--- config.mk ---
export PLATFORM = sky130hd
export DESIGN_NAME = control_sequencer
export DESIGN_NICKNAME = d
export VERILOG_FILES = /design/src/rtl/control_sequencer.sv
export SDC_FILE = /design/constraint.sdc
export NUM_CORES = 1
export LEC_CHECK = 0
export ABC_AREA = 1
export BUFFER_PORTS_ARGS = -buffer_cell sky130_fd_sc_hd__buf_2
export CAP_MARGIN = 15
export CORE_UTILIZATION = 44
export DETAILED_ROUTE_END_ITERATION = 6
export GPL_ROUTABILITY_DRIVEN = 0
export PLACE_DENSITY_LB_ADDON = 0.2
export SYNTH_ARGS = -nofsm -noshare
export SYNTH_HDL_FRONTEND = slang
export SYNTH_SLANG_ARGS = --single-unit
export TNS_END_PERCENT = 50
--- constraint.sdc ---
create_clock -name clk -period 2.5 [get_ports clk]
set_input_delay 0.125 -clock clk [delete_from_list [all_inputs] [get_ports clk]]
set_output_delay 0.125 -clock clk [all_outputs]
set_load 0.005 [all_outputs]
--- src/rtl/control_sequencer.sv ---
// Multi-cycle fetch/decode/execute sequencer for the single-bus datapath.
// Optional build macro SEQ_SINGLE_STEP_EN adds a step input for one-instruction-per-pulse operation.
//
// state  | meaning
// -------+------------------------------------------------------------
// IDLE   | waiting for run (or a step rising edge in single-step builds)
// T0     | PC onto bus, MAR load, Z <= PC+1
// T1     | Z(low) into PC, memory read pending until mem_ready
// T2     | MDR into IR
// T3     | decode; Rb into Y for two-operand/unary ops
// T4     | Rc (or Rb for unary ops) through the ALU into Z
// T5     | Z(low) into Ra, or into LO for MUL/DIV
// T6     | Z(high) into HI (MUL/DIV only)
// HALT   | HALT executed; only reset leaves this state
module control_sequencer #(
  parameter int OPW    = 5,
  parameter int RSW    = 4,
  parameter int MEM_TO = 15
) (
  input  logic        clk,
  input  logic        reset,
`ifdef SEQ_SINGLE_STEP_EN
  input  logic        step,
`endif
  input  logic        run,
  input  logic [31:0] ir,
  input  logic        mem_ready,
  output logic [31:0] bus_sel,
  output logic [15:0] r_in,
  output logic        pc_in,
  output logic        mar_in,
  output logic        mdr_in,
  output logic        ir_in,
  output logic        y_in,
  output logic        z_in,
  output logic        hi_in,
  output logic        lo_in,
  output logic        mem_read,
  output logic        inc_pc,
  output logic [3:0]  alu_ctrl,
  output logic [3:0]  state_o,
  output logic        halted,
  output logic        illegal
);

  typedef enum logic [3:0] {
    S_IDLE = 4'd0,
    S_T0   = 4'd1,
    S_T1   = 4'd2,
    S_T2   = 4'd3,
    S_T3   = 4'd4,
    S_T4   = 4'd5,
    S_T5   = 4'd6,
    S_T6   = 4'd7,
    S_HALT = 4'd8
  } state_t;

  localparam logic [OPW-1:0] OP_ADD  = OPW'(5'b00011);
  localparam logic [OPW-1:0] OP_SUB  = OPW'(5'b00100);
  localparam logic [OPW-1:0] OP_AND  = OPW'(5'b00101);
  localparam logic [OPW-1:0] OP_OR   = OPW'(5'b00110);
  localparam logic [OPW-1:0] OP_SHR  = OPW'(5'b00111);
  localparam logic [OPW-1:0] OP_SHL  = OPW'(5'b01000);
  localparam logic [OPW-1:0] OP_ROR  = OPW'(5'b01001);
  localparam logic [OPW-1:0] OP_ROL  = OPW'(5'b01010);
  localparam logic [OPW-1:0] OP_MUL  = OPW'(5'b01111);
  localparam logic [OPW-1:0] OP_DIV  = OPW'(5'b10000);
  localparam logic [OPW-1:0] OP_NEG  = OPW'(5'b10001);
  localparam logic [OPW-1:0] OP_NOT  = OPW'(5'b10010);
  localparam logic [OPW-1:0] OP_NOP  = OPW'(5'b11010);
  localparam logic [OPW-1:0] OP_HALT = OPW'(5'b11011);

  localparam int CW = (MEM_TO > 1) ? $clog2(MEM_TO + 1) : 1;

  state_t          state;
  logic [CW-1:0]   wait_cnt;
  logic [OPW-1:0]  op;
  logic [RSW-1:0]  ra, rb, rc;
  logic [3:0]      alu_op;
  logic            op_known, is_mul, is_unary, is_nop, is_halt;
  logic            timeout, start;
  state_t          done_state;

  assign op = ir[31 -: OPW];
  assign ra = ir[26 -: RSW];
  assign rb = ir[26 - RSW -: RSW];
  assign rc = ir[26 - 2*RSW -: RSW];

  always_comb begin
    alu_op   = 4'h0;
    op_known = 1'b1;
    is_mul   = 1'b0;
    is_unary = 1'b0;
    is_nop   = 1'b0;
    is_halt  = 1'b0;
    case (op)
      OP_ADD:  alu_op = 4'h0;
      OP_SUB:  alu_op = 4'h1;
      OP_AND:  alu_op = 4'h2;
      OP_OR:   alu_op = 4'h3;
      OP_SHR:  alu_op = 4'h4;
      OP_SHL:  alu_op = 4'h5;
      OP_ROR:  alu_op = 4'h6;
      OP_ROL:  alu_op = 4'h7;
      OP_MUL:  begin alu_op = 4'h8; is_mul = 1'b1; end
      OP_DIV:  begin alu_op = 4'h9; is_mul = 1'b1; end
      OP_NEG:  begin alu_op = 4'hA; is_unary = 1'b1; end
      OP_NOT:  begin alu_op = 4'hB; is_unary = 1'b1; end
      OP_NOP:  is_nop = 1'b1;
      OP_HALT: is_halt = 1'b1;
      default: op_known = 1'b0;
    endcase
  end

  // Abort fires on the MEM_TO-th consecutive T1 cycle without mem_ready.
  assign timeout = (MEM_TO != 0) && (state == S_T1) && !mem_ready &&
                   (wait_cnt == CW'(MEM_TO - 1));

`ifdef SEQ_SINGLE_STEP_EN
  logic step_q;
  logic unused_run;
  assign unused_run = run;
  assign start      = step & ~step_q;
  assign done_state = S_IDLE;
`else
  assign start      = run;
  assign done_state = run ? S_T0 : S_IDLE;
`endif

  always_ff @(posedge clk) begin
    if (reset) begin
      state    <= S_IDLE;
      wait_cnt <= '0;
`ifdef SEQ_SINGLE_STEP_EN
      step_q   <= 1'b0;
`endif
    end else begin
`ifdef SEQ_SINGLE_STEP_EN
      step_q <= step;
`endif
      case (state)
        S_IDLE: if (start) state <= S_T0;
        S_T0:   state <= S_T1;
        S_T1: begin
          if (mem_ready) begin
            state    <= S_T2;
            wait_cnt <= '0;
          end else if (timeout) begin
            state    <= S_IDLE;
            wait_cnt <= '0;
          end else if (wait_cnt != '1) begin
            wait_cnt <= wait_cnt + CW'(1);
          end
        end
        S_T2:   state <= S_T3;
        S_T3: begin
          if (is_halt)                 state <= S_HALT;
          else if (is_nop || !op_known) state <= done_state;
          else                         state <= S_T4;
        end
        S_T4:   state <= S_T5;
        S_T5:   state <= is_mul ? S_T6 : done_state;
        S_T6:   state <= done_state;
        S_HALT: state <= S_HALT;
        default: state <= S_IDLE;
      endcase
    end
  end

  always_comb begin
    bus_sel  = '0;
    r_in     = '0;
    pc_in    = 1'b0;
    mar_in   = 1'b0;
    mdr_in   = 1'b0;
    ir_in    = 1'b0;
    y_in     = 1'b0;
    z_in     = 1'b0;
    hi_in    = 1'b0;
    lo_in    = 1'b0;
    mem_read = 1'b0;
    inc_pc   = 1'b0;
    alu_ctrl = 4'h0;
    case (state)
      S_T0: begin
        bus_sel[20] = 1'b1;
        mar_in      = 1'b1;
        inc_pc      = 1'b1;
        z_in        = 1'b1;
      end
      S_T1: begin
        bus_sel[19] = 1'b1;
        pc_in       = 1'b1;
        mem_read    = 1'b1;
        mdr_in      = mem_ready;
      end
      S_T2: begin
        bus_sel[21] = 1'b1;
        ir_in       = 1'b1;
      end
      S_T3: begin
        if (op_known && !is_nop && !is_halt) begin
          bus_sel = 32'd1 << rb;
          y_in    = 1'b1;
        end
      end
      S_T4: begin
        bus_sel  = 32'd1 << (is_unary ? rb : rc);
        alu_ctrl = alu_op;
        z_in     = 1'b1;
      end
      S_T5: begin
        bus_sel[19] = 1'b1;
        if (is_mul) lo_in = 1'b1;
        else        r_in  = 16'd1 << ra;
      end
      S_T6: begin
        bus_sel[18] = 1'b1;
        hi_in       = 1'b1;
      end
      default: ;
    endcase
  end

  assign state_o = state;
  assign halted  = (state == S_HALT);
  assign illegal = ((state == S_T3) && !op_known) || timeout;

  logic unused_ir;
  assign unused_ir = ^ir[26 - 3*RSW:0];

endmodule
==> impl_metrics.py, run 1 <==
metrics = {
    "setup_path": {
        "critical-path-top-delay-family": "simple AND/OR/NAND/NOR gates",
        "endpoint_kind": "output pin",
        "r2r_end": "wait_cnt[0]",
        "crit_top_cell": "nand2_1",
        "crit_chain": "inv_1, nand2_1, nor2_1, nand2_1, nor2_1, nand2_2, nor2_4, nand2_1, nand2_1, buf_2",
        "r2r_setup_slack_ns": 0.88,
        "cp_slowest_cell": "dfxtp_1",
        "reg2reg_depth": 8,
        "cp.buffers_inverters": 2,
        "worstPathMaxFanout": 8,
        "path_class": "flop to output pin",
        "crit_cells": 10,
        "r2r_start": "state_o[0]",
        "cp_slowest_stage_delay_ns": 0.31,
        "required_ns": 2.38,
        "worst_ep_arrival_time_ns": 1.79,
        "crit_path_start": "state_o[0]",
        "start_kind": "flop",
    },
    "layout": {
        "antenna_cells": 0,
        "final_cell_mix": "91 x nand2_1, 76 x buf_2, 51 x nor2_1",
        "drive_gt1_share_pct": 27.1,
        "final_cell_area_um2": 1800,
        "area_growth_pct": 27.3,
        "multi_input_area_um2": 1020,
        "fillers": 342,
        "mostFrequentLayoutCell": "nand2_1",
        "nets": 394,
        "seq_area_um2": 160,
    },
    "floorplanning": {
        "die_w_um": 58.7,
        "core_area_um2": 3050,
        "fp-row-count": 20,
        "die_area_um2": 3440,
        "initial_core_util_pct": 46.3,
        "boundaryPins": 104,
        "die_h_um": 58.7,
    },
    "detailed_routing": {
        "route.detailed.drc": 0,
        "wl_per_cell_um": 9.12,
        "dr.pass1.iters": 4,
        "wirelength_um": 3630,
        "vias": 1805,
        "ant_nets": 0,
        "first_iter_violations": 80,
        "vias_per_cell": 4.54,
    },
    "logic_synthesis": {
        "synth_cells": 279,
        "ys_types": 26,
        "synth_seq_cells": 8,
        "synth-seq-area-share_pct": 11.3,
        "syn_avg_cell_area_um2": 5.07,
        "ys_warn_count": 0,
        "syn_area_um2": 1410,
    },
    "placed_design": {
        "io_buffers": 76,
        "dpl.hpwl_um": 3040,
        "preCtsSetupSlack_ns": 0.881,
        "placed_area_um2": 1780,
    },
    "power_and_ir_drop": {
        "vdd_drop_max_v": 0.000341,
        "power_density_nw_per_um2": 332,
        "p_leak_nw": 1.17,
    },
    "clock_network": {
        "htree_levels": 1,
        "clock-root-buffer": "clkbuf_4",
        "ctsHoldBuffers": 0,
        "clk_pin_slew_ns": 0.05,
        "cts.sinks": 8,
        "clock_path_buffers": 2,
        "cts_buffers": 3,
        "cts_tree": "yes",
        "clk_latency_ns": 0.25,
        "postCtsSetupBuffers": 0,
        "post_cts_resized": 0,
    },
    "min_path": {
        "min_path_cells": 2,
        "holdCritPathClass": "primary input to flop",
        "hold_path_startpoint": "reset",
        "whs_endpoint": "wait_cnt[3]",
    },
    "sta": {
        "fin_ws_ns": 0.587,
        "hold_viol": 0,
        "fin_setup_tns_ns": 0,
        "clock.fmax_mhz": 523,
        "slew_viol_final": 0,
        "skew_ns": 0.00472,
        "period_needed_ns": 1.91,
        "rsz0062_at_grt": "false",
        "setup_violations": 0,
        "fin_crit_sh_pct": 76.5,
    },
    "status": {
        "status": "completed",
    },
    "global_routing": {
        "grt-ovfl-total": 0,
        "grt_pass1_wl_um": 5850,
        "track_usage_pct": 21.3,
        "antenna_found_initial": 0,
        "grt_pass1_vias": 1448,
        "grt_max_degree": 9,
    },
    "job": {
        "drv_cap": 0,
    },
}
cells in the mapped netlist:
cell type  number  area, um2
a21oi_2         1       8.76
a21boi_0        1       7.51
nand3_1        24        120
o21ai_1         2       10.0
inv_2           3       11.3
conb_1          1       3.75
inv_1          39        146
nor3_1         13       65.1
ha_1            2       25.0
nor2_1         51        191
dfxtp_1         8        160
o21ai_0         4       20.0
nand3b_1        1       7.51
buf_4          15        113
nand2_1        91        342
nor2_2          2       12.5
o311ai_0        1       8.76
xor2_1          1       8.76
a21oi_1         5       25.0
o21ai_4         1       16.3
nand3_2         1       10.0
nand4_1         1       6.26
nor2_4          5       56.3
nand2_2         4       25.0
a31oi_1         1       6.26
nor3b_1         1       7.51
layer usage:
| layer | GRT usage [%] | wire length (um) | vias to the layer above |
|---|---|---|---|
| met1 | 27.8 | 1720 | 754 |
| met4 | 4.42 | 14 | 0 |
| met3 | 3.74 | 223 | 2 |
| met5 | 0 | 0 | - |
| li1 | - | - | 990 |
| met2 | 36.6 | 1670 | 59 |
cell families after synthesis:
kind of cell / after synthesis / share of synthesized area, %
flip-flops: 8 / 11.3
AND/OR/NAND/NOR: 194 / 59.6
other: 1 / 0.265
buffers and inverters: 57 / 19.1
AO/OA/AOI/OAI: 16 / 7.26
adder cells (fa/ha/maj): 2 / 1.77
XOR/XNOR: 1 / 0.620
power by group:
group          total [mW]  switching, mW  leakage (nW)  internal [mW]
combinational       0.340          0.215          1.09          0.125
sequential          0.162         0.0172        0.0649          0.145
clock              0.0961         0.0413        0.0138         0.0548
total               0.598          0.274          1.17          0.324
worst register-to-register path, delay by kind of cell (launching register included):
family,cells,cell delay (ns)
simple gates,6,0.86
flops,1,0.31
compound gates,1,0.15
buf+inv,1,0.19
sequential cells by signal, indices dropped and copies added (netlist names):
signal,cells
state_o,4
wait_cnt,4
metrics by stage:
step	power [mW]	std cells	utilization, %	hold WS [ns]
2_1_floorplan	0.414	290	-	0.194
3_3_place_gp	0.501	395	58.2	0.391
3_5_place_dp	0.501	395	58.2	0.388
4_1_cts	0.600	398	59.0	0.115
5_1_grt	0.662	398	59.0	0.118
6_report	0.598	398	59.0	0.120
worst max path at each step:
stage,to,slack [ns]
after global routing,bus_sel[14],0.40
after CTS,bus_sel[7],0.60
final,bus_sel[7],0.59
after detailed placement,bus_sel[7],0.88
after floorplan,wait_cnt[0],1.13
after global placement,bus_sel[10],0.90
area by class of cell:
type / count / share of cell area [%]
multi-input cells: 225 / 56.9
repair buffers: 76 / 21.1
flip-flops and latches: 8 / 8.90
inverters: 42 / 8.76
well taps: 44 / 3.06
clock buffers: 3 / 1.25
Power figures use the tool's default switching activity.
==> run 2, diff against run 1 <==
- CORE_UTILIZATION: 44 -> 41
- clock period: 2.5 -> 1.9 ns (I/O delays scaled with it)
==> run 2 against run 1 <==
Net effect:
- die area is 7.1% higher
- final cell count is 0.75% higher
- critical endpoint is now bus_sel[13]
- highest routed layer unchanged
- critical path type unchanged
- design area is 3.3% higher
- sequential share of layout area is 0.12 points higher
- clock skew is 0.0085 ns higher
- largest power group unchanged
==> impl_metrics.py, run 2 (synthesis gave the netlist of run 1 again) <==
metrics = {
    "layout": {
        "final_cell_mix": "88 x nand2_1, 76 x buf_2, 49 x nor2_1",
        "final_cell_area_um2": 1860,
        "nets": 397,
        "area_growth_pct": 31.6,
        "mostFrequentLayoutCell": "nand2_1",
        "fillers": 350,
        "drive_gt1_share_pct": 31.1,
        "antenna_cells": 0,
        "fin_util_pct": 59.0,
    },
    "global_routing": {
        "grt_max_degree": 9,
        "grt_pass1_wl_um": 6140,
        "grt_pass1_vias": 1490,
        "track_usage_pct": 21.3,
        "antenna_found_initial": 0,
        "grt-ovfl-total": 0,
    },
    "setup_path": {
        "endpoint_kind": "output pin",
        "reg2reg_depth": 8,
        "worst_ep_arrival_time_ns": 1.67,
        "r2r_setup_slack_ns": 0.42,
        "worstPathMaxFanout": 8,
        "required_ns": 1.80,
        "r2r_start": "state_o[0]",
        "crit_path_start": "state_o[1]",
        "r2r_end": "wait_cnt[0]",
        "path_class": "flop to output pin",
        "start_kind": "flop",
    },
    "floorplanning": {
        "boundaryPins": 104,
        "die_h_um": 60.7,
        "fp-row-count": 20,
        "die_area_um2": 3690,
        "die_w_um": 60.7,
        "core_area_um2": 3150,
        "initial_core_util_pct": 44.8,
    },
    "clock_network": {
        "clock_path_buffers": 2,
        "htree_levels": 1,
        "cts_buffers": 3,
        "clk_pin_slew_ns": 0.06,
        "cts.sinks": 8,
        "clk_latency_ns": 0.27,
        "cts_tree": "yes",
        "clock-root-buffer": "clkbuf_4",
    },
    "placed_design": {
        "placed_area_um2": 1780,
        "dpl.hpwl_um": 3180,
        "io_buffers": 76,
    },
    "job": {
        "drv_cap": 0,
    },
    "detailed_routing": {
        "ant_nets": 0,
        "vias": 1894,
        "vias_per_cell": 4.72,
        "first_iter_violations": 123,
        "wirelength_um": 3930,
        "wl_per_cell_um": 9.80,
        "route.detailed.drc": 0,
        "dr.pass1.iters": 5,
    },
    "sta": {
        "fin_crit_sh_pct": 92.8,
        "setup_violations": 0,
        "hold_viol": 0,
        "slew_viol_final": 0,
        "period_needed_ns": 1.76,
        "skew_ns": 0.0133,
        "clock.fmax_mhz": 567,
    },
    "power_and_ir_drop": {
        "sw_frac_of_total_pct": 46.9,
        "p_int_mw": 0.455,
        "power_mw": 0.857,
        "p_seq_share_pct": 26.4,
        "p_leak_nw": 1.19,
        "clkPwrFrac_pct": 16.6,
        "power_density_nw_per_um2": 460,
        "switchingPower_mw": 0.402,
        "p_comb_share_pct": 57.0,
        "vdd_drop_max_v": 0.000484,
    },
    "min_path": {
        "holdCritPathClass": "primary input to flop",
        "whs_endpoint": "state_o[3]",
        "hold_path_startpoint": "reset",
        "min_path_cells": 2,
    },
    "status": {
        "status": "completed",
    },
}
run 2: what timing repair did:
action                     in CTS  in global routing
buffers inserted                0                  3
gates resized for setup         1                 16
setup endpoints to repair       2                 16
hold buffers                    0                  0
cloned                          0                  0
pin swaps                       1                  6
run 2: critical path: stages, from the launching register on:
cell     delay, ns
dfxtp_4       0.37
inv_4         0.06
nand2_2       0.07
nor2_4        0.12
nand2_2       0.07
nor2_2        0.11
nand2_2       0.12
nor2_4        0.21
nand2_1       0.07
nand2_1       0.09
buf_2         0.11
run 2: how the worst max path moves through the flow:
stage / depth (start not counted) / endpoint / slack (ns)
after floorplan: 8 / wait_cnt[0] / 0.53
after CTS: 10 / bus_sel[13] / 0.02
final: 10 / bus_sel[13] / 0.14
after global placement: 10 / bus_sel[13] / 0.29
after global routing: 10 / bus_sel[13] / -0.01
after detailed placement: 10 / bus_sel[13] / 0.30
run 2: per-stage QoR:
| stage | hold WS [ns] | setup slack (ns) | setup TNS [ns] | cells |
|---|---|---|---|---|
| floorplan | 0.164 | 0.527 | 0 | 290 |
| global placement | 0.358 | 0.291 | 0 | 395 |
| detailed placement | 0.365 | 0.296 | 0 | 395 |
| CTS | 0.0730 | 0.0166 | 0 | 398 |
| global route | 0.0692 | -0.0108 | -0.0151 | 401 |
| finish | 0.0681 | 0.136 | 0 | 401 |
run 2: layout make-up:
class / count / area [um2] / share of cell area [%]
sequential: 8 / 168 / 9.01
tap: 44 / 55.1 / 2.96
clock buffer: 3 / 22.5 / 1.21
timing repair buffer: 79 / 403 / 21.7
multi-input combinational: 225 / 1050 / 56.4
inverter: 42 / 163 / 8.74
run 2: power by group through the flow:
| stage | Combinational, mW | Clock [mW] | Sequential (mW) |
|---|---|---|---|
| finish | 0.488 | 0.142 | 0.226 |
| detailed placement | 0.450 | 0 | 0.214 |
| global route | 0.556 | 0.151 | 0.229 |
| CTS | 0.452 | 0.144 | 0.212 |
| global placement | 0.446 | 0 | 0.215 |
| floorplan | 0.332 | 0 | 0.213 |
run 2: metal layers:
metal / track usage, % / wire [um] / vias to the layer above
met3: 1.28 / 220 / 6
met2: 39.1 / 1850 / 74
li1: - / - / 996
met5: 0 / 0 / -
met4: 4.87 / 53 / 0
met1: 27.2 / 1810 / 818
